### src/rtl/prog_loader_pkg.sv
// Shared types and constants for the program loader: FSM states, default
// geometry and the NOP encoding used to blank the instruction store.
package prog_loader_pkg;

  localparam int ADDR_W_DEF = 4;
  localparam int DATA_W_DEF = 8;
  localparam int DEPTH      = 16;
  localparam logic [7:0] NOP = 8'h00;

  typedef enum logic [1:0] {
    ST_IDLE,
    ST_LOAD,
    ST_LAUNCH,
    ST_RUN
  } state_e;

endpackage

### src/rtl/prog_loader_if.sv
// Upstream byte stream carrying the program image into the loader.
interface prog_loader_if #(
  parameter int DATA_W = 8
) ();

  logic              in_valid;
  logic              in_ready;
  logic [DATA_W-1:0] in_data;
  logic              in_last;

  modport master (output in_valid, output in_data, output in_last, input in_ready);
  modport slave  (input in_valid, input in_data, input in_last, output in_ready);

endinterface

### src/rtl/prog_mem.sv
// Instruction store: flop array with single-cycle clear-all, one write port
// and a zero-latency read port for the core fetch path.
module prog_mem
  import prog_loader_pkg::*;
#(
  parameter int WORDS  = DEPTH,
  parameter int DATA_W = DATA_W_DEF,
  localparam int AW    = $clog2(WORDS)
) (
  input  logic              clk,
  input  logic              rst,
  input  logic              clr_i,
  input  logic              we_i,
  input  logic [AW-1:0]     waddr_i,
  input  logic [DATA_W-1:0] wdata_i,
  input  logic [AW-1:0]     raddr_i,
  output logic [DATA_W-1:0] rdata_o
);

  localparam logic [DATA_W-1:0] NOP_W = DATA_W'(NOP);

  logic [DATA_W-1:0] mem_q [WORDS];

  // Clear wins over write so a reload never keeps a stale byte.
  always_ff @(posedge clk or posedge rst) begin
    if (rst) begin
      mem_q <= '{default: NOP_W};
    end else if (clr_i) begin
      mem_q <= '{default: NOP_W};
    end else if (we_i) begin
      mem_q[waddr_i] <= wdata_i;
    end
  end

  assign rdata_o = mem_q[raddr_i];

endmodule

### src/rtl/prog_loader.sv
// Loads a program image from a byte stream into the instruction store, then
// pulses start and serves zero-latency fetches while the core runs.
module prog_loader
  import prog_loader_pkg::*;
#(
  parameter int ADDR_W = ADDR_W_DEF,
  parameter int DATA_W = DATA_W_DEF
) (
  input  logic              clk,
  input  logic              rst,
  input  logic              load_req,
  prog_loader_if.slave      up,
  input  logic [ADDR_W-1:0] fetch_addr,
  output logic [DATA_W-1:0] fetch_instr,
  output logic              start,
  output logic              loaded,
  output logic              err,
  output logic [ADDR_W:0]   count
);

  localparam logic [ADDR_W-1:0] LAST_ADDR = '1;

  state_e            state_q, state_d;
  logic [ADDR_W-1:0] wptr_q, wptr_d;
  logic [ADDR_W:0]   count_q, count_d;
  logic              loaded_q, loaded_d;
  logic              err_q, err_d;
  logic              mem_clr;
  logic              mem_we;
  logic              xfer;
  logic [DATA_W-1:0] rd_data;

  prog_mem #(
    .WORDS  (2 ** ADDR_W),
    .DATA_W (DATA_W)
  ) u_mem (
    .clk     (clk),
    .rst     (rst),
    .clr_i   (mem_clr),
    .we_i    (mem_we),
    .waddr_i (wptr_q),
    .wdata_i (up.in_data),
    .raddr_i (fetch_addr),
    .rdata_o (rd_data)
  );

  assign up.in_ready = (state_q == ST_LOAD);
  assign xfer        = up.in_ready && up.in_valid;

  always_comb begin
    state_d  = state_q;
    wptr_d   = wptr_q;
    count_d  = count_q;
    loaded_d = loaded_q;
    err_d    = err_q;
    mem_clr  = 1'b0;
    mem_we   = 1'b0;
    case (state_q)
      ST_IDLE, ST_RUN: begin
        if (load_req) begin
          state_d  = ST_LOAD;
          wptr_d   = '0;
          count_d  = '0;
          loaded_d = 1'b0;
          err_d    = 1'b0;
          mem_clr  = 1'b1;
        end
      end
      ST_LOAD: begin
        if (xfer) begin
          mem_we  = 1'b1;
          count_d = count_q + 1'b1;
          // The pointer holds at the top word: a full store ends the load
          // rather than wrapping over the start of the image.
          if (wptr_q == LAST_ADDR) begin
            state_d = ST_LAUNCH;
            err_d   = !up.in_last;
          end else begin
            wptr_d = wptr_q + 1'b1;
            if (up.in_last) begin
              state_d = ST_LAUNCH;
            end
          end
        end
      end
      ST_LAUNCH: begin
        loaded_d = 1'b1;
        state_d  = ST_RUN;
      end
      default: state_d = ST_IDLE;
    endcase
  end

  always_ff @(posedge clk or posedge rst) begin
    if (rst) begin
      state_q  <= ST_IDLE;
      wptr_q   <= '0;
      count_q  <= '0;
      loaded_q <= 1'b0;
      err_q    <= 1'b0;
    end else begin
      state_q  <= state_d;
      wptr_q   <= wptr_d;
      count_q  <= count_d;
      loaded_q <= loaded_d;
      err_q    <= err_d;
    end
  end

  // A partially written image must never reach the decoder.
  assign fetch_instr = (state_q == ST_RUN) ? rd_data : DATA_W'(NOP);
  assign start       = (state_q == ST_LAUNCH);
  assign loaded      = loaded_q;
  assign err         = err_q;
  assign count       = count_q;

endmodule

### src/flat_wrapper.sv
// flat-port wrapper written by rule: the top's interface ports become plain ports
module prog_loader_flat import prog_loader_pkg::*;
#(
  parameter int ADDR_W = ADDR_W_DEF,
  parameter int DATA_W = DATA_W_DEF
)
  (clk, rst, load_req, fetch_addr, fetch_instr, start, loaded, err, count, up_in_valid, up_in_data, up_in_last, up_in_ready);
  prog_loader_if #(.DATA_W(DATA_W)) up_i ();
  input  logic clk;
  input  logic rst;
  input  logic load_req;
  input  logic [ADDR_W-1:0] fetch_addr;
  output logic [DATA_W-1:0] fetch_instr;
  output logic start;
  output logic loaded;
  output logic err;
  output logic [ADDR_W:0] count;
  input wire logic [$bits(up_i.in_valid)-1:0] up_in_valid;
  input wire logic [$bits(up_i.in_data)-1:0] up_in_data;
  input wire logic [$bits(up_i.in_last)-1:0] up_in_last;
  output wire logic [$bits(up_i.in_ready)-1:0] up_in_ready;
  assign up_i.in_valid = up_in_valid;
  assign up_i.in_data = up_in_data;
  assign up_i.in_last = up_in_last;
  assign up_in_ready = up_i.in_ready;
  prog_loader #(.ADDR_W(ADDR_W), .DATA_W(DATA_W)) u_core (.clk(clk), .rst(rst), .load_req(load_req), .up(up_i), .fetch_addr(fetch_addr), .fetch_instr(fetch_instr), .start(start), .loaded(loaded), .err(err), .count(count));
endmodule
### config.mk
export PLATFORM = sky130hd
export DESIGN_NAME = prog_loader_flat
export DESIGN_NICKNAME = d
export VERILOG_FILES = /design/src/rtl/prog_loader_pkg.sv /design/src/rtl/prog_loader_if.sv /design/src/rtl/prog_mem.sv /design/src/rtl/prog_loader.sv /design/src/flat_wrapper.sv
export SDC_FILE = /design/constraint.sdc
export NUM_CORES = 1
export LEC_CHECK = 0
export ABC_CLOCK_PERIOD_IN_PS = 8500
export CORE_ASPECT_RATIO = 1.75
export CORE_UTILIZATION = 55
export CTS_BUF_LIST = sky130_fd_sc_hd__clkbuf_4 sky130_fd_sc_hd__clkbuf_8
export DETAILED_ROUTE_END_ITERATION = 10
export MAX_ROUTING_LAYER = met4
export PLACE_DENSITY = 0.77
export SLEW_MARGIN = 10
export SYNTH_ARGS = -nofsm -noshare
export SYNTH_HDL_FRONTEND = slang
export SYNTH_SLANG_ARGS = --single-unit
### constraint.sdc
create_clock -name clk -period 8.5 [get_ports clk]
set_input_delay 0.85 -clock clk [delete_from_list [all_inputs] [get_ports clk]]
set_output_delay 0.85 -clock clk [all_outputs]
set_load 0.02 [all_outputs]
==> impl_metrics.toml <==
[cts]
htree_levels = 4
clk_latency_ns = 0.45
cts.sink_count = 141
clk_path_buf_depth = 2
cts_setup_buffers = 0
cts_root_buf = "clkbuf_8"
cts_tree = "done"
cts_resized = 0
cts_buffers = 17
ctsHoldBuffers = 0
path_clk_slew_ns = 0.09

[detailed_routing]
dr.pass1.iters = 5
viasPerCell = 6.20
vias = 5564
drtAntennaViolNets = 0
wire_per_inst_um = 20.3
drc = 0
wirelength_mm = 18.3
dr.first_iter.drc_count = 537

[global_routing]
grt_pass1_vias = 5512
grt_usage = 0.296
gr-total-overflow = 0
grt_pass1_wl_mm = 29.4
grt_max_degree = 87
antenna_found_initial = 0

[synth]
synth_edf_count = 0
yosys.area_share.simple = 0.170
yosysWarnings = 0
synthArstFlopShare = 1.00
synth_xor_area_frac = 0.00359
ys_seq_area_frac = 0.482
ys_ff_latch = 141
synth_cells = 720
synth-adder-area-share = 0.0154
avgSynthCellArea_um2 = 10.2
synthMuxAreaShare = 0.187
synthFlopType = "dfrtp_1"
synth_top_family_by_area = "multiplexers"
synth_area_um2 = 7310
synth_nets = 746
synth_cell_types = 47
synth_compound_area_frac = 0.0867

[sta]
hold_viol = 0
finalCritPeriodShare = 0.502
worstMarginPinSlew_ns = 1.07
finClkSkew_ns = 0.0150
fin_tns_setup_ns = 0
max_freq_ghz = 0.234
rsz0062_at_grt = "false"
period_needed_ns = 4.27
maxSlewHeadroom = 0.284
finalSetupViolations = 0
slew_violations = 0

[power_and_ir_drop]
peakVddDrop_v = 0.000345
p_per_area_nw_per_um2 = 229
p_sw_frac = 0.357
power_frac_clock = 0.313
p_int_mw = 1.18
p_total_mw = 1.83
power.switching_mw = 0.654
power_frac_comb = 0.267
leakagePower_nw = 3.67
p_seq_frac = 0.419

[min_path]
min_from = "u_core.u_mem.mem_q[47]$_DFFE_PP0P_"
hp-class = "reg2reg"

[layout]
stdcell_area_um2 = 7990
final_nets = 740
synthToLayoutAreaGrowth_pct = 9.22
final_util = 0.618
layout-drive-gt1-share = 0.100
instances_no_fill = 898
num_antenna_cells = 0

[setup_path]
cp-startpoint = "fetch_addr[2]"
crit_path_max_fanout = 16
cp-end-kind = "primary output"
timing.rr.start = "u_core.state_q[1]$_DFFE_PP0P_"
path_class = "in2out"
critPathArrivalTime_ns = 3.42
cp-start-kind = "primary input"
required_ns = 7.65

[placed_design]
gp_congestion = 0.885
dp.cells = 866
dpl.hpwl_mm = 12.1
placed_cell_area_um2 = 7560
io_buffers = 33

[floorplan]
die_w_um = 89.2
core_um2 = 12900
row_count = 55
start_util = 0.565
die_area_um2 = 13800
die_h_um = 155
io_pins = 34

[job]
maxCapViolations = 0

[run_status]
status = "complete, no violations"
[through the flow]
step / worst slack, ns / hold slack (ns)
floorplan: 3.87 / 0.481
finish: 4.23 / 0.523
detailed placement: 4.23 / 0.508
CTS: 4.23 / 0.525
global route: 4.05 / 0.538
global placement: 4.27 / 0.499
[cells in the mapped netlist, types with 3 or more instances]
cell type / number / area (um2)
o22ai_1: 7 / 43.8
buf_4: 6 / 45.0
inv_1: 9 / 33.8
dfrtp_1: 141 / 3530
buf_1: 14 / 52.6
buf_6: 7 / 78.8
mux4_2: 16 / 360
nand2_1: 93 / 349
a22oi_1: 14 / 105
buf_2: 15 / 75.1
nor2b_1: 3 / 18.8
xnor2_1: 3 / 26.3
nand3_1: 75 / 375
o21ai_0: 8 / 40.0
a21oi_1: 78 / 390
nor3_1: 3 / 15.0
and2_1: 5 / 31.3
mux2i_1: 93 / 931
ha_1: 9 / 113
clkbuf_1: 23 / 86.3
nor2_1: 64 / 240
[flip-flops by register name, summed over array words and instances (netlist names)]
register,count
u_core.u_mem.mem_q,128
u_core.count,5
u_core.wptr_q,4
u_core.state_q,2
u_core.err,1
u_core.loaded,1
[power by group through the flow]
stage,Sequential (mW),Combinational [mW],Clock (mW)
3_3_place_gp,0.775,0.470,0
4_1_cts,0.767,0.487,0.582
6_report,0.768,0.489,0.574
3_5_place_dp,0.779,0.486,0
5_1_grt,0.773,0.531,0.608
2_1_floorplan,0.772,0.364,0
[kinds of logic (layout without fill, tap and decap cells)]
group,count (synthesis),count (layout)
fa+ha+maj,9,9
flops,141,141
xor+xnor,3,3
compound gates,114,114
simple gates,263,263
buf+inv,77,84
mux,113,113
[path summary, 6_finish.rpt]
check / cells after the start / to / slack (ns)
max: 6 / fetch_instr[0] / 4.23
min in group asynchronous: 2 / u_core.u_mem.mem_q[76]$_DFFE_PP0P_ / 0.82
min reg2reg: 2 / u_core.u_mem.mem_q[47]$_DFFE_PP0P_ / 0.52
min: 2 / u_core.u_mem.mem_q[47]$_DFFE_PP0P_ / 0.52
max in group asynchronous: 3 / u_core.u_mem.mem_q[33]$_DFFE_PP0P_ / 6.21
max reg2reg: 6 / u_core.u_mem.mem_q[76]$_DFFE_PP0P_ / 5.91
[worst max-delay path, stage by stage]
cell             delay, ns
clkdlybuf4s50_1       1.02
nor2b_1               0.29
a221oi_1              0.39
o21ai_0               0.13
nand2_1               0.12
clkdlybuf4s50_1       0.60
[cells in the final DEF, fill, tap and decap left out, drive strengths merged, types with 2 or more instances in the layout]
master and n:
o21ai 8, nor3 5, bufinv 3, ha 9
a22o 2, nor2b 4, clkdlybuf4s50 32, and2 5
buf 9, a21oi 78, nand4 2, nand2 93
mux4 18, inv 15, mux2i 94, nor2 64
a31oi 2, nor4 2, dfrtp 141, clkinv 6
clkbuf 18, nand3 78, and3 2, and4b 2
xnor2 3, a22oi 14, o22ai 7
[cell type report]
type,instances,area (um2)
clock buffers,18,241
clock inverters,14,184
fillers,1113,4950
inverters,11,48.8
multi-input cells,502,3390
flip-flops and latches,141,3530
well taps,171,214
repair buffers,41,385
[routing by layer]
layer,part of all wire,routed length (um),vias to the layer above,GRT usage
li1,-,-,2511,-
met1,0.38,7020,2770,0.358
met2,0.51,9250,218,0.449
met3,0.048,876,65,0.0576
met4,0.061,1110,0,0.189
met5,0,0,-,-
No activity file was read; power rests on OpenSTA's default activity.
